===== config.mk =====
export PLATFORM = sky130hd
export DESIGN_NAME = fetch_prefetch_unit_flat
export DESIGN_NICKNAME = d
export VERILOG_FILES = /design/src/rtl/cpu_pkg.sv /design/src/rtl/fetch_prefetch_unit_if.sv /design/src/rtl/fetch_fifo.sv /design/src/rtl/fetch_prefetch_unit.sv /design/src/flat_wrapper.sv
export SDC_FILE = /design/constraint.sdc
export NUM_CORES = 1
export LEC_CHECK = 0
export ABC_CLOCK_PERIOD_IN_PS = 4000
export CAP_MARGIN = 15
export CORE_UTILIZATION = 62
export CTS_CLUSTER_DIAMETER = 30
export DETAILED_ROUTE_END_ITERATION = 8
export DONT_BUFFER_PORTS = 1
export PLACE_DENSITY = 0.88
export SLEW_MARGIN = 10
export SYNTH_ARGS = -nofsm -noshare
export SYNTH_HDL_FRONTEND = slang
export SYNTH_SLANG_ARGS = --single-unit

===== constraint.sdc =====
create_clock -name clk -period 4 [get_ports clk]
set_input_delay 0.6 -clock clk [delete_from_list [all_inputs] [get_ports clk]]
set_output_delay 0.6 -clock clk [all_outputs]
set_load 0.01 [all_outputs]

===== src/rtl/cpu_pkg.sv =====
// Shared CPU datapath widths and the fetch entry record handed from fetch to decode.
package cpu_pkg;

    localparam int PC_W    = 8;
    localparam int INSTR_W = 16;

    typedef struct packed {
        logic [PC_W-1:0]    pc;
        logic [INSTR_W-1:0] instr;
    } fetch_entry_t;

    // Sequential PC; wraps naturally at 2^PC_W.
    function automatic logic [PC_W-1:0] pc_next(input logic [PC_W-1:0] pc);
        return pc + PC_W'(1);
    endfunction

endpackage


===== src/rtl/fetch_prefetch_unit_if.sv =====
// Fetch-stage bus bundle: instruction-memory port, control from branch/decode, and the IF/ID handshake.
interface fetch_prefetch_unit_if
    import cpu_pkg::*;
();

    logic               imem_req;
    logic [PC_W-1:0]    imem_addr;
    logic [INSTR_W-1:0] imem_rdata;
    logic               redirect;
    logic [PC_W-1:0]    redirect_pc;
    logic               halt;
    logic               id_valid;
    logic               id_ready;
    logic [INSTR_W-1:0] id_instr;
    logic [PC_W-1:0]    id_pc;
    logic [PC_W-1:0]    id_pc1;
    logic               halted;

    modport master (
        output imem_req, imem_addr, id_valid, id_instr, id_pc, id_pc1, halted,
        input  imem_rdata, redirect, redirect_pc, halt, id_ready
    );

    modport slave (
        input  imem_req, imem_addr, id_valid, id_instr, id_pc, id_pc1, halted,
        output imem_rdata, redirect, redirect_pc, halt, id_ready
    );

endinterface


===== src/rtl/fetch_fifo.sv =====
// Synchronous circular-buffer FIFO of fetch entries with flush; the head is read from
// registered storage so a push becomes visible one cycle later.
module fetch_fifo
    import cpu_pkg::*;
#(
    parameter int DEPTH = 2
) (
    input  logic                       clk,
    input  logic                       reset,
    input  logic                       flush,
    input  logic                       push,
    input  fetch_entry_t               push_data,
    input  logic                       pop,
    output fetch_entry_t               head,
    output logic [$clog2(DEPTH+1)-1:0] count,
    output logic                       full,
    output logic                       empty
);

    localparam int PTR_W = $clog2(DEPTH);
    localparam int CNT_W = $clog2(DEPTH + 1);

    fetch_entry_t     mem [DEPTH];
    logic [PTR_W-1:0] rd_ptr;
    logic [PTR_W-1:0] wr_ptr;
    logic [CNT_W-1:0] cnt;
    logic             do_push;
    logic             do_pop;

    // Pointers wrap explicitly so non-power-of-two depths work.
    function automatic logic [PTR_W-1:0] bump(input logic [PTR_W-1:0] p);
        return (p == PTR_W'(DEPTH - 1)) ? '0 : p + PTR_W'(1);
    endfunction

    assign empty   = (cnt == '0);
    assign full    = (cnt == CNT_W'(DEPTH));
    assign do_pop  = pop & ~empty;
    assign do_push = push & (~full | do_pop);

    always_ff @(posedge clk) begin
        if (reset || flush) begin
            rd_ptr <= '0;
            wr_ptr <= '0;
            cnt    <= '0;
        end else begin
            if (do_push)
                wr_ptr <= bump(wr_ptr);
            if (do_pop)
                rd_ptr <= bump(rd_ptr);
            if (do_push && !do_pop)
                cnt <= cnt + CNT_W'(1);
            else if (do_pop && !do_push)
                cnt <= cnt - CNT_W'(1);
        end
    end

    always_ff @(posedge clk) begin
        if (do_push && !flush && !reset)
            mem[wr_ptr] <= push_data;
    end

    assign head  = empty ? '0 : mem[rd_ptr];
    assign count = cnt;

endmodule


===== src/rtl/fetch_prefetch_unit.sv =====
// Instruction-fetch stage: issues at most one fetch per cycle under a queue-credit limit,
// queues responses for decode, and services branch redirects and a sticky halt.
module fetch_prefetch_unit
    import cpu_pkg::*;
#(
    parameter int              DEPTH    = 2,
    parameter logic [PC_W-1:0] RESET_PC = '0
) (
    input logic                   clk,
    input logic                   reset,
    fetch_prefetch_unit_if.master bus
);

    localparam int CNT_W = $clog2(DEPTH + 1);

    logic [PC_W-1:0]  pc_q;
    logic [PC_W-1:0]  tag_q;
    logic             inflight_q;
    logic             halted_q;
    logic             deq;
    logic             enq;
    logic             issue;
    logic [CNT_W-1:0] fifo_count;
    logic             fifo_full;
    logic             fifo_empty;
    logic [CNT_W:0]   occupancy;
    fetch_entry_t     head;
    fetch_entry_t     resp;

    // A slot is reserved for the in-flight word, so a queued response always has room.
    assign deq       = ~fifo_empty & bus.id_ready;
    assign occupancy = {1'b0, fifo_count} + (CNT_W + 1)'(inflight_q) - (CNT_W + 1)'(deq);
    assign issue     = ~reset & ~halted_q & ~bus.redirect & (int'(occupancy) < DEPTH);
    assign enq       = inflight_q & ~bus.redirect;
    assign resp      = '{pc: tag_q, instr: bus.imem_rdata};

    fetch_fifo #(
        .DEPTH (DEPTH)
    ) u_fifo (
        .clk       (clk),
        .reset     (reset),
        .flush     (bus.redirect),
        .push      (enq),
        .push_data (resp),
        .pop       (deq),
        .head      (head),
        .count     (fifo_count),
        .full      (fifo_full),
        .empty     (fifo_empty)
    );

    // Redirect outranks issue and the halt latch; a halted unit still tracks redirect_pc.
    always_ff @(posedge clk) begin
        if (reset) begin
            pc_q       <= RESET_PC;
            tag_q      <= '0;
            inflight_q <= 1'b0;
            halted_q   <= 1'b0;
        end else begin
            inflight_q <= issue;
            if (bus.redirect) begin
                pc_q <= bus.redirect_pc;
            end else if (issue) begin
                pc_q  <= pc_next(pc_q);
                tag_q <= pc_q;
            end
            if (bus.halt && !bus.redirect)
                halted_q <= 1'b1;
        end
    end

    assign bus.imem_req  = issue;
    assign bus.imem_addr = pc_q;
    assign bus.id_valid  = ~fifo_empty;
    assign bus.id_instr  = head.instr;
    assign bus.id_pc     = head.pc;
    assign bus.id_pc1    = fifo_empty ? '0 : pc_next(head.pc);
    assign bus.halted    = halted_q;

    // The credit rule keeps the FIFO from ever seeing a push while full without a pop.
    always_comb begin
        assert (reset || !(enq && fifo_full && !deq));
    end

endmodule

===== src/flat_wrapper.sv =====
// flat-port wrapper written by rule: the top's interface ports become plain ports
module fetch_prefetch_unit_flat import cpu_pkg::*;
#(
    parameter int              DEPTH    = 2,
    parameter logic [PC_W-1:0] RESET_PC = '0
)
  (clk, reset, bus_imem_req, bus_imem_addr, bus_id_valid, bus_id_instr, bus_id_pc, bus_id_pc1, bus_halted, bus_imem_rdata, bus_redirect, bus_redirect_pc, bus_halt, bus_id_ready);
  fetch_prefetch_unit_if bus_i ();
  input logic clk;
  input logic reset;
  output wire logic [$bits(bus_i.imem_req)-1:0] bus_imem_req;
  output wire logic [$bits(bus_i.imem_addr)-1:0] bus_imem_addr;
  output wire logic [$bits(bus_i.id_valid)-1:0] bus_id_valid;
  output wire logic [$bits(bus_i.id_instr)-1:0] bus_id_instr;
  output wire logic [$bits(bus_i.id_pc)-1:0] bus_id_pc;
  output wire logic [$bits(bus_i.id_pc1)-1:0] bus_id_pc1;
  output wire logic [$bits(bus_i.halted)-1:0] bus_halted;
  input wire logic [$bits(bus_i.imem_rdata)-1:0] bus_imem_rdata;
  input wire logic [$bits(bus_i.redirect)-1:0] bus_redirect;
  input wire logic [$bits(bus_i.redirect_pc)-1:0] bus_redirect_pc;
  input wire logic [$bits(bus_i.halt)-1:0] bus_halt;
  input wire logic [$bits(bus_i.id_ready)-1:0] bus_id_ready;
  assign bus_imem_req = bus_i.imem_req;
  assign bus_imem_addr = bus_i.imem_addr;
  assign bus_id_valid = bus_i.id_valid;
  assign bus_id_instr = bus_i.id_instr;
  assign bus_id_pc = bus_i.id_pc;
  assign bus_id_pc1 = bus_i.id_pc1;
  assign bus_halted = bus_i.halted;
  assign bus_i.imem_rdata = bus_imem_rdata;
  assign bus_i.redirect = bus_redirect;
  assign bus_i.redirect_pc = bus_redirect_pc;
  assign bus_i.halt = bus_halt;
  assign bus_i.id_ready = bus_id_ready;
  fetch_prefetch_unit #(.DEPTH(DEPTH), .RESET_PC(RESET_PC)) u_core (.clk(clk), .reset(reset), .bus(bus_i));
endmodule

; ---- After elaboration in Yosys (flattened, before gate mapping)
; Memories as Yosys holds them, arrays and structs flattened. A register that Yosys moved wholly into a read port is not among the register bits.
; Index checks and enable logic that the tools add are counted.
[op_classes]
addsub = 8
order_cmp = 1
eq_ne = 1
mux = 12
bitwise = 13
n_reduce_logical = 14
[ops]
columns = cell, n
row1 = 24-bit two-way mux, 1
row2 = 8-bit two-way mux, 3
row3 = 8-bit by 1-bit adder with 8-bit output (second input constant), 2
row4 = 1-bit bitwise AND, 7
row5 = 1-bit two-way mux, 6
row6 = 1-bit logical AND, 5
row7 = 1-bit inverter, 5
row8 = 1-bit zero test, 4
row9 = 2-bit two-way mux, 2
row10 = 2-bit nonzero test, 2
row11 = 2-bit by 1-bit adder with 3-bit output, 1
row12 = 3-bit by 2-bit < comparator with 1-bit output (second input constant), 1
row13 = 3-bit by 1-bit subtractor with 3-bit output, 1
row14 = 1-bit adder (second input constant), 2
row15 = 2-bit by 1-bit adder with 2-bit output (second input constant), 1
row16 = 2-bit == test (second input constant), 1
row17 = 2-bit zero test, 1
row18 = 2-bit AND reduction, 1
row19 = 2-bit by 1-bit subtractor with 2-bit output (second input constant), 1
row20 = 1-bit logical OR, 1
row21 = 1-bit OR, 1
[totals]
ff_bits = 22
mem_bits_rw = 48
input_bits = 29
output_inout_bits = 43
wordCells = 57
n_memories = 1
[memory_table]
columns = memory, words, width, rd, rd_clocked_by_memory_dff, write_ports, line_no
row1 = u_core.u_fifo.mem, 2, 24, 1, 1, 1, fetch_fifo.sv:23  ; fetch_entry_t mem [DEPTH];

; ---- Logic depth before layout (Yosys ltp)
; Gate-level depths: netlist of run 1.
[logic_depth]
word_depth = 10
mapped_depth = 13
ltp_nobuf = 12

; ---- Cells and area by module
; From an unflattened synthesis of run 1, not the netlist that was laid out.
[unflattened]
cells_unflattened = 257
hier_area_um2 = 3078.0
[modules_own_cells]
columns = module, instances, cells_each, area_each_um2, seq_area_each_um2
row1 = fetch_fifo, 1, 127, 2063.2, 1541.5
row2 = fetch_prefetch_unit, 1, 130, 1014.7, 360.3

; ---- Least setup slack after synthesis of run 1
; OpenSTA, ideal clock, no wires.
[synth_timing]
kind = input -> register
startpoint = input port bus_redirect
endpoint = memory u_core.u_fifo.mem[1][0] in the netlist's numbering (enable)
setup_time_ps = 440
t_arrival_ps = 2838
required_ps = 3560
setup_slack_ps = 721
cell_stages = 4
n_path_buf = 1
path_cell_list = buf_4 inv_1 o311ai_0 nor3b_1
[synth_between]
elab_chain_len = 7
word_cells_on_any_way = 8
classes_between = mux (2) / bitwise (3) / reduce/logical (3)
[synth_lines]
columns = element, line_no
row1 = start: declaration, flat_wrapper.sv:19  ; input wire logic [$bits(bus_i.redirect)-1:0] bus_redirect;
row2 = 1-bit inverter, fetch_prefetch_unit.sv:34  ; assign enq = inflight_q & ~bus.redirect;
row3 = 1-bit bitwise AND, fetch_prefetch_unit.sv:34
row4 = 1-bit bitwise AND, fetch_fifo.sv:38  ; assign do_push = push & (~full | do_pop);
row5 = 1-bit logical AND (*) (2 in series), fetch_fifo.sv:58  ; if (do_push && !flush && !reset)
row6 = 1-bit two-way mux (*), fetch_fifo.sv:58
row7 = 1-bit two-way mux (not written as such) (*), fetch_fifo.sv:59  ; mem[wr_ptr] <= push_data;
row8 = end: declaration, fetch_fifo.sv:23
; Mark *: on every way between the ends. The rest lies on a longest branch, timed or not.

; ---- Worst setup path after layout of run 1
[layout_timing]
startpoint = register u_core.u_fifo.cnt[1], in the netlist u_core.u_fifo.count[1]
endpoint = output port bus_imem_req
[layout_between]
elab_chain_len = 6
word_cells_on_any_way = 7
classes_between = add/sub (2) / order compare (1) / bitwise (3) / reduce/logical (1)
[layout_lines]
columns = element, line_no
row1 = start: declaration, fetch_fifo.sv:26  ; logic [CNT_W-1:0] cnt;
row2 = start signal: assignment, fetch_fifo.sv:51  ; cnt <= cnt + CNT_W'(1);
row3 = start signal: assignment, fetch_fifo.sv:53  ; cnt <= cnt - CNT_W'(1);
row4 = 2-bit zero test, fetch_fifo.sv:35  ; assign empty = (cnt == '0);
row5 = 1-bit inverter, --
row6 = named net bus_id_valid, flat_wrapper.sv:13  ; output wire logic [$bits(bus_i.id_valid)-1:0] bus_id_valid;
row7 = 1-bit bitwise AND, fetch_prefetch_unit.sv:31  ; assign deq = ~fifo_empty & bus.id_ready;
row8 = 3-bit by 1-bit subtractor with 3-bit output, fetch_prefetch_unit.sv:32  ; assign occupancy = {1'b0, fifo_count} + (CNT_W + 1)'(inflight_q) - (CNT_W + 1)'(deq);
row9 = 3-bit by 2-bit < comparator with 1-bit output, fetch_prefetch_unit.sv:33  ; assign issue = ~reset & ~halted_q & ~bus.redirect & (int'(occupancy) < DEPTH);
row10 = 1-bit bitwise AND, fetch_prefetch_unit.sv:33
row11 = end: declaration, flat_wrapper.sv:11  ; output wire logic [$bits(bus_i.imem_req)-1:0] bus_imem_req;
; The timed path passes the listed nets, and every way through them passes these cells.

==> results of run 1 <==
cells in the final DEF, fill, tap and decap left out, types with 4 or more instances in the layout:
master and n:
edfxtp_1 48, nor2_1 30, nand2_1 26, mux2i_1 24, dfxtp_1 23, a21oi_1 16, inv_1 13, clkbuf_8 9
nand3_1 7, xnor2_1 7, nor3_1 6, nand2b_1 6, o21ai_0 4, xor2_1 4, ha_1 4, buf_4 4
power by group through the flow:
stage	Sequential [µW]	Clock, µW	Combinational [µW]
3_5_place_dp	833	0	83.8
5_1_grt	819	595	92.7
3_3_place_gp	832	0	81.0
6_report	817	560	84.0
4_1_cts	817	565	84.5
2_1_floorplan	828	0	79.5
worst min-delay path by stage:
stage | start | to | slack, ns | depth (start not counted)
finish | reset | u_core.tag_q[0] | 0.33 | 1
floorplan | u_core.tag_q[0] | u_core.u_fifo.mem[0][16] | 0.43 | 0
global route | reset | u_core.tag_q[0] | 0.30 | 1
global placement | u_core.tag_q[2] | u_core.u_fifo.mem[0][18] | 0.44 | 0
CTS | reset | u_core.tag_q[6] | 0.31 | 1
detailed placement | u_core.tag_q[2] | u_core.u_fifo.mem[1][18] | 0.45 | 0
cell families after synthesis:
| kind of cell | synth area share (%) |
|---|---|
| DFF | 61.6 |
| buffers and inverters | 4.25 |
| xor gates and xnor gates | 3.12 |
| muxes | 8.14 |
| adders and majority gates | 2.27 |
| and+or+nand+nor | 13.8 |
| AOI/OAI and AO/OA | 6.81 |
registers in the layout, summed over array words and instances, names as in the netlist, named ones only:
signal,flops
u_core.inflight_q,1
u_core.u_fifo.rd_ptr,1
u_core.u_fifo.mem,48
u_core.u_fifo.wr_ptr,1
u_core.tag_q,8
u_core.bus.halted,1
u_core.bus.imem_addr,8
u_core.u_fifo.count,2
routing by layer:
metal  track usage (%)  share of wire, %  vias up  routed length [µm]
li1                  -                 -      938                   -
met1              25.9                41      924                2310
met2              36.7                50       71                2820
met3              6.49               6.3       12                 355
met4              11.5               2.7        0                 154
met5                 0                 0        -                   0
per-stage QoR:
step	hold slack [ns]	setup slack [ns]
2_1_floorplan	0.425	0.721
4_1_cts	0.310	0.353
3_5_place_dp	0.446	0.734
3_3_place_gp	0.441	0.843
6_report	0.326	0.387
5_1_grt	0.304	0.172
final cells by class:
cell class                 count  area (µm²)  share of cell area [%]
multi-input combinational    165        1060                    32.0
clock buffer                   9         124                    3.72
inverter                      14        52.6                    1.58
sequential                    71        1900                    57.1
tap                           67        83.8                    2.52
clock inverter                 7        73.8                    2.22
timing repair buffer           4        30.0                   0.902
==> summary.md, run 1 <==
| Metric | Value |
|---|---|
| Power Density | 439 nW/µm² |
| Share of cells above drive strength 1 | 10.4% |
| Inst Count DP | 321 |
| Syn-to-layout area delta | 7.86% |
| CP Capture Type | output pin |
| Sequential share of the synthesized area | 61.6% |
| # rows | 25 |
| RR Endpoint | u_core.bus.imem_addr[7] |
| Final period utilization | 90.3% |
| Largest net degree at the start of global routing | 31 |
| Final Hold Viols | 0 |
| Top post-synthesis cells by count | edfxtp_1 (48), nor2_1 (30), nand2_1 (26) |
| Final GP Congestion | 0.751 |
| Mapped Area | 3090 µm² |
| Clock Pin Slew Worst Setup and Hold Paths | 0.07 ns |
| Vias in the first global route | 1788 |
| Post-Layout Inst Area | 3330 µm² |
| CTS tree | yes |
| Clock skew | 0.00831 ns |
| Critical path depth | 10 |
| Post-synthesis cell count | 262 |
| Post-Syn Nets | 296 |
| F_max | 0.277 GHz |
| Vias | 1945 |
| Initial Util | 64.9% |
| Routed Antenna Nets | 0 |
| Net Sw Frac | 23.6% |
| Avg Cell Area, Syn | 11.8 µm² |
| Most used cell, CP | inv_1 |
| Setup TNS | 0 ns |
| Sequential Power Share | 55.9% |
| Core box area | 4750 µm² |
| Reg2Reg Depth | 12 |
| Post-CTS Resized | 0 |
| Area contributors post-synth | edfxtp_1 (47%), dfxtp_1 (15%), mux2i_1 (7.8%), nor2_1 (3.6%), nand2_1 (3.2%) |
| Total power | 1460 µW |
| Total track usage | 22.0% |
| Cell variety after synth | 40 |
| CP max stage delay | 0.47 ns |
| Top cell type's share of synthesized area | 46.7% |
| Logic pwr share | 5.7% |
| Crit path max-delay family | simple AND/OR/NAND/NOR gates |
| Cts bufs inserted | 9 |
| Worst Path Buf+Inv | 3 |
| First-pass GRT wire length | 8340 µm |
| Post-Route WL | 5640 µm |
| Async S/R FF share, synth | 0% |
| DRC | 0 |
| Placed cell area | 3130 µm² |
| Max-cap violations | 0 |
| Diodes inserted | 0 |
| Worst Path Arrival | 3.01 ns |
| Die area | 5270 µm² |
| Primary FF master, synth | edfxtp_1 |
| Peak supply drop | 0.354 mV |
| Drt pass-1 iters | 4 |
| Leading area contributor after synthesis | edfxtp_1 |
| RSZ-0062 raised after global routing | false |
| Initial antenna violation count | 0 |
| HPWL after DPL | 3800 µm |
| Slew HR | 38.7% |
| Leakage | 0.00111 µW |
| Slowest CP cell | dfxtp_1 |
| Final setup fails | 0 |
| Wire length per cell | 16.7 µm |
| Share of power burned in the clock network | 38.3% |
| Origin of the critical flop-to-flop path | u_core.u_fifo.count[1] |
| Synth Register Bits | 71 |
| Fin nets | 299 |
| Post-layout instance count excluding filler cells | 337 |
| Final Critical Period | 3.61 ns |
| # fillers | 355 |
| Drt initial violations | 142 |
| CTS H-tree lvls | 3 |
| CTS Buffer Depth | 2 |
| WP data required | 3.40 ns |
| Crit path to | bus_imem_req |
| Crit path cell chain | nor2_2 > inv_1 > nand2_1 > inv_1 > ha_1 > nand2b_1 > fa_1 > xnor2_1 > nand4_2 > inv_2 |
| Die X | 72.6 µm |
| Setup crit start | u_core.u_fifo.count[1] |
| CTS root buffer | clkbuf_8 |
| Clk Latency, worst-skew pair | 0.34 ns |
| Layout Utilization | 70.1% |
| Worst hold path type | input pin to flip-flop |
| CTS Hold Buffers Added | 0 |
| Slew Viols, Final | 0 |
| P_sw | 345 µW |
| Setup Buffers After CTS | 0 |
| R2R setup slack | 0.90 ns |
| Post-synth EDFFs | 48 |
| Outcome | completed |
| Port Buffers | 0 |
| Top-count cell post-synth | edfxtp_1 |
| Crit Path Class | flip-flop to output pin |
| Sinks on Clock Net | 71 |
| Worst-path fanout max | 18 |
| Internal power | 1120 µW |
| I/O Pins | 72 |
| Vias per inst | 5.77 |
| DIE HEIGHT | 72.6 µm |
| GRT overflow | 0 |
| Crit start category | flip-flop |
| Worst Tran Pin Value | 0.908 ns |
| YS warnings | 0 |
(Power assumes the default switching activity.)
==> run 2, diff against run 1 <==
ABC_AREA = 1   (was not set)
==> run 2 against run 1 <==
Effect of this change: sequential share of layout area decreased by 1.5 points; wire length decreased by 3.1%; cell count increased by 24%; fmax increased by 9.9%; clock power about the same; via count increased by 12%; combinational power increased by 23%; sequential cell count unchanged; clock-buffer cell count increased by 3; first-iteration DRC count increased by 11%.
==> summary.md, run 2 <==
| Metric | Value |
|---|---|
| Diodes inserted | 0 |
| Die area | 5430 µm² |
| Post-Route WL | 5470 µm |
| Post-Synth Simple-Gate Area | 21.8% |
| Combinational family with the most area after synthesis | simple AND/OR/NAND/NOR gates |
| Worst hold path type | input pin to flip-flop |
| Async S/R FF share, synth | 0% |
| # fillers | 354 |
| CTS H-tree lvls | 3 |
| Crit Path Class | flip-flop to output pin |
| Top post-synthesis cells by count | nand2_1 (95), edfxtp_1 (48), nor2_1 (35) |
| Outcome | completed |
| Logic pwr share | 6.9% |
| Synth Area in Compound Gates | 8.21% |
| Initial Util | 65.7% |
| Vias | 2182 |
| Clock skew | 0.00802 ns |
| First-pass GRT wire length | 8890 µm |
| Most frequent cells in the layout | nand2_1 (95), edfxtp_1 (48), inv_1 (34), nor2_1 (34), a21oi_1 (32) |
| Peak supply drop | 0.320 mV |
| Final setup fails | 0 |
| Post-synth EDFFs | 48 |
| Biggest register | u_core.u_fifo.mem |
| Core box area | 4850 µm² |
| Total track usage | 22.1% |
| Wire length per cell | 13.1 µm |
| Internal power | 1140 µW |
| Net Sw Frac | 23.2% |
| Largest net degree at the start of global routing | 26 |
| Area of the multi-input gates | 1060 µm² |
| Clock Pin Slew Worst Setup and Hold Paths | 0.07 ns |
| CTS tree | yes |
| Slew Viols, Final | 0 |
| Clk Latency, worst-skew pair | 0.33 ns |
| Share of power burned in the clock network | 37.7% |
| Cts bufs inserted | 9 |
| Worst Path Arrival | 2.69 ns |
| Sequential share of the synthesized area | 59.7% |
| Top cell type's share of synthesized area | 45.2% |
| Final GP Congestion | 0.865 |
| Initial antenna violation count | 0 |
| CTS Buffer Depth | 2 |
| Max reg flops | 48 |
| Fin nets | 379 |
| Cell variety after synth | 27 |
| Post-Layout Inst Area | 3420 µm² |
| Synth Area in Adders | 2.20% |
| Routed Antenna Nets | 0 |
| DRC | 0 |
| Drt pass-1 iters | 4 |
| Worst Tran Pin Value | 0.403 ns |
| Die X | 73.7 µm |
| Leading area contributor after synthesis | edfxtp_1 |
| Most common cell after layout, fill and taps aside | nand2_1 |
| WP data required | 3.40 ns |
| DIE HEIGHT | 73.7 µm |
| Placed cell area | 3220 µm² |
| Drt initial violations | 157 |
| Final Hold Viols | 0 |
| GRT overflow | 0 |
| Vias per inst | 5.23 |
| Slew HR | 73.1% |
| Setup TNS | 0 ns |
| DR top layer | met4 |
| Top-count cell post-synth | nand2_1 |
| Power Density | 436 nW/µm² |
| Port Buffers | 0 |
| Primary FF master, synth | edfxtp_1 |
| Vias in the first global route | 2018 |
| Avg Cell Area, Syn | 9.32 µm² |
| P_sw | 347 µW |
| CP Capture Type | output pin |
| Area contributors post-synth | edfxtp_1 (45%), dfxtp_1 (14%), nand2_1 (11%), a21oi_1 (5.0%), nor2_1 (4.1%) |
| Mapped Area | 3190 µm² |
| Max-cap violations | 0 |
| Sequential Power Share | 55.4% |
| Sequential cell area | 1900 µm² |
| CTS Hold Buffers Added | 0 |
| # rows | 25 |
| Post-synthesis cell count | 342 |
| Post-CTS Resized | 0 |
| Crit start category | flip-flop |
| Synth Register Bits | 71 |
| RSZ-0062 raised after global routing | false |
| I/O Pins | 72 |
| Met2 routed WL | 2660 µm |
| Worst-path fanout max | 18 |
| Multiplexer area fraction after synthesis | 0% |
| Leakage | 0.00139 µW |
| Met3 WL | 419 µm |
| Syn-to-layout area delta | 7.34% |
| Setup Buffers After CTS | 0 |
| Sinks on Clock Net | 71 |
| F_max | 0.304 GHz |
| M1 wire length | 2370 µm |
| Post-Synth XOR/XNOR Area | 0.824% |
| Post-Syn Nets | 376 |
| Share of cells above drive strength 1 | 10.3% |
| YS warnings | 0 |
| Final period utilization | 82.2% |
| Final Critical Period | 3.29 ns |
| HPWL after DPL | 3710 µm |
| CTS root buffer | clkbuf_8 |
-- run 2: cell count changes in the layout (fill, tap and decap cells not counted), sizes merged, moves of 12 or more --
cell,change
nand2,+71
mux2i,-24
nand3,+14
inv,+24
o21ai,+12
a21oi,+18
-- run 2: critical path, stage by stage (launching register included) --
cell and delay, ns:
dfxtp_1 0.44, nor2_2 0.06, nor2_1 0.24, ha_1 0.28
or2_2 0.30, fa_1 0.48, nand2_1 0.08, nor2_4 0.13
nand2_4 0.13, inv_4 0.20
-- run 2: power groups by stage --
stage	registers (µW)	logic [µW]	clock network [µW]
global placement	841	99.3	0
CTS	825	103	574
detailed placement	842	103	0
global route	828	120	600
floorplan	838	92.7	0
finish	826	103	562
-- run 2: final timing paths --
kind              slack (ns)                  endpoint                    from  cells after the start
setup / recovery        0.71              bus_imem_req  u_core.u_fifo.count[1]                      9
setup reg to reg        1.34           u_core.tag_q[5]  u_core.u_fifo.count[1]                     11
hold / removal          0.33         u_core.bus.halted                   reset                      1
hold reg to reg         0.47  u_core.u_fifo.mem[0][16]         u_core.tag_q[0]                      0
-- run 2: cells by family (layout without fill, tap and decap cells) --
logic type / count (synthesis) / after routing
AOI/OAI and AO/OA: 50 / 50
xor gates and xnor gates: 3 / 3
adders and majority gates: 5 / 5
buffers and inverters: 50 / 58
DFF: 71 / 71
and+or+nand+nor: 163 / 163
-- run 2: metal layers --
| metal | GRT usage (%) | up-vias |
|---|---|---|
| met5 | 0 | - |
| met3 | 8.37 | 2 |
| met2 | 36.5 | 79 |
| met1 | 26.9 | 981 |
| met4 | 6.84 | 0 |
| li1 | - | 1120 |
-- run 2: cell type report --
class                           count  area share (%)
Sequential cell                    71            55.6
Inverter                           38            4.24
Clock inverter                      4            1.61
Timing Repair Buffer                4           0.878
Clock buffer                       12            4.24
Tap cell                           67            2.45
Multi-Input combinational cell    221            31.0
-- run 2: metrics by stage --
step	std cells	power, µW	hold WS [ns]	worst slack [ns]	utilization, %
6_report	417	1490	0.327	0.712	70.6
5_1_grt	417	1550	0.305	0.465	70.6
4_1_cts	417	1500	0.306	0.695	70.6
3_5_place_dp	401	945	0.442	0.912	66.4
3_3_place_gp	401	940	0.433	0.969	66.4
2_1_floorplan	342	930	0.420	0.785	-
==> run 3, diff against run 2 <==
ABC_CLOCK_PERIOD_IN_PS = 2730   (was 4000)
CORE_UTILIZATION = 56   (was 62)
PLACE_DENSITY = 0.84   (was 0.88)
clock period = 2.73 ns   (was 4 ns; I/O delays follow)
==> run 3 against run 2 <==
Effect of this change: global-route usage shrank 2.4 points; largest cell class unchanged; clock-buffer cell count fell by 2; non-clock buffer count rose by 7; register-to-register slack lost 1.0 ns; critical endpoint unchanged; critical path depth did not move; die area increased by 10%; combinational power rose by 62%; utilization shrank 7.0 points.
==> summary.md, run 3 (synthesized netlist as in run 2, its figures left out) <==
| Metric | Value |
|---|---|
| Worst Tran Pin Value | 0.379 ns |
| R2R setup slack | 0.31 ns |
| Layout Utilization | 63.6% |
| Max-cap violations | 0 |
| Port Buffers | 0 |
| Total track usage | 19.7% |
| Final GP Congestion | 0.825 |
| Worst Path Arrival | 2.24 ns |
| CTS Hold Buffers Added | 0 |
| Biggest register | u_core.u_fifo.mem |
| Slew HR | 74.6% |
| Max reg flops | 48 |
| Share of power burned in the clock network | 35.5% |
| Worst-path fanout max | 5 |
| CTS root buffer | clkbuf_8 |
| Drt pass-1 iters | 4 |
| Vias in the first global route | 2021 |
| CTS tree | yes |
| Worst hold margin | 0.132 ns |
| Placed cell area | 3270 µm² |
| Crit start category | flip-flop |
| Outcome | completed |
| Net Sw Frac | 22.9% |
| Routed Antenna Nets | 0 |
| Worst hold start | reset |
| Initial Util | 57.9% |
| RR Endpoint | u_core.bus.imem_addr[7] |
| I/O Pins | 72 |
| Setup TNS | 0 ns |
| HPWL after DPL | 3650 µm |
| Most frequent cells in the layout | nand2_1 (94), edfxtp_1 (48), inv_1 (34) |
| Sequential Power Share | 56.7% |
| GRT overflow | 0 |
| Leakage | 0.00143 µW |
| Fin nets | 388 |
| # fillers | 427 |
| DIE HEIGHT | 77.4 µm |
| Post-Route WL | 5470 µm |
| Post-Layout Inst Area | 3500 µm² |
| Power Density | 609 nW/µm² |
| Largest net degree at the start of global routing | 25 |
| Clock Pin Slew Worst Setup and Hold Paths | 0.07 ns |
| Clock skew | 0.00669 ns |
| Worst hold path type | input pin to flip-flop |
| Cts bufs inserted | 9 |
| Sinks on Clock Net | 71 |
| Vias per inst | 5.03 |
| Origin of the critical flop-to-flop path | u_core.u_fifo.count[1] |
| Drt initial violations | 121 |
| DRC | 0 |
| Share of cells above drive strength 1 | 13.1% |
| P_sw | 489 µW |
| Vias | 2163 |
| Die X | 77.4 µm |
| Final period utilization | 97.2% |
| Slew Viols, Final | 0 |
| F_max | 0.377 GHz |
| Reg2Reg Depth | 13 |
| First-pass GRT wire length | 8960 µm |
| CTS H-tree lvls | 3 |
| Hold EP | u_core.bus.imem_addr[1] |
| Most common cell after layout, fill and taps aside | nand2_1 |
| Final Hold Viols | 0 |
| Diodes inserted | 0 |
| Logic pwr share | 7.8% |
| WP data required | 2.32 ns |
| Final Critical Period | 2.65 ns |
| # rows | 27 |
| Wire length per cell | 12.7 µm |
| Die area | 6000 µm² |
| CP Capture Type | output pin |
| Internal power | 1640 µW |
| CTS Buffer Depth | 2 |
| Peak supply drop | 0.479 mV |
| Crit Path Class | flip-flop to output pin |
| Clk Latency, worst-skew pair | 0.33 ns |
| Syn-to-layout area delta | 9.85% |
| Final setup fails | 0 |
| Core box area | 5510 µm² |
| Initial antenna violation count | 0 |
| WHS Path Cells | 1 |
run 3: final cells by class:
class | count | area [µm²] | share of cell area, %
Clock buffer | 10 | 128 | 3.65
Clock inverter | 5 | 50.0 | 1.43
Inverter | 38 | 150 | 4.29
Multi-Input combinational cell | 221 | 1080 | 30.8
Sequential cell | 71 | 1910 | 54.5
Tap cell | 72 | 90.1 | 2.57
Timing Repair Buffer | 11 | 82.6 | 2.36
Timing Repair inverter | 2 | 12.5 | 0.357
run 3: power by group through the flow:
stage | clock network (µW) | registers (µW) | logic (µW)
after floorplan | 0 | 1230 | 136
after global placement | 0 | 1230 | 151
after detailed placement | 0 | 1230 | 156
after CTS | 773 | 1210 | 161
after global routing | 811 | 1210 | 190
final | 756 | 1210 | 167
run 3: worst max path at each step:
| stage | start | to | slack [ns] | cells after the start |
|---|---|---|---|---|
| floorplan | u_core.u_fifo.count[1] | bus_imem_req | 0.1 | 10 |
| global placement | u_core.u_fifo.count[1] | bus_imem_req | 0.30 | 9 |
| detailed placement | u_core.u_fifo.count[1] | u_core.bus.imem_addr[7] | 0.20 | 13 |
| CTS | u_core.u_fifo.count[1] | bus_imem_req | 0.007 | 9 |
| global route | u_core.u_fifo.count[1] | bus_imem_req | -0.0008 | 9 |
| finish | u_core.u_fifo.count[1] | bus_imem_req | 0.08 | 9 |
run 3: metal layers:
layer / up-vias / global-route usage [%] / routed length [µm]
li1: 1139 / - / -
met1: 947 / 21.3 / 2240
met2: 69 / 34.3 / 2720
met3: 8 / 6.00 / 405
met4: 0 / 10.8 / 96
met5: - / 0 / 0
run 3: metrics by stage:
step	setup slack [ns]	total power [µW]	cells
final	0.0772	2130	430
after global routing	-0.000776	2220	430
after CTS	0.00710	2140	427
after detailed placement	0.203	1390	411
after global placement	0.302	1380	411
after floorplan	0.0974	1360	342
run 3: what timing repair did:
item                       in CTS  in global routing
hold endpoints to repair        0                  0
resized for setup               7                  3
pin swaps                       0                  6
gates cloned                    1                  1
buffers inserted                0                  2
setup endpoints to repair       1                  1
run 3: worst max-delay path: stages, from the launching register on:
cell	delay [ns]
dfxtp_4	0.36
nor2_4	0.12
nor2_2	0.05
ha_1	0.27
or2_4	0.23
fa_1	0.56
nand2_2	0.06
nor2_4	0.10
nand2_4	0.08
inv_8	0.08
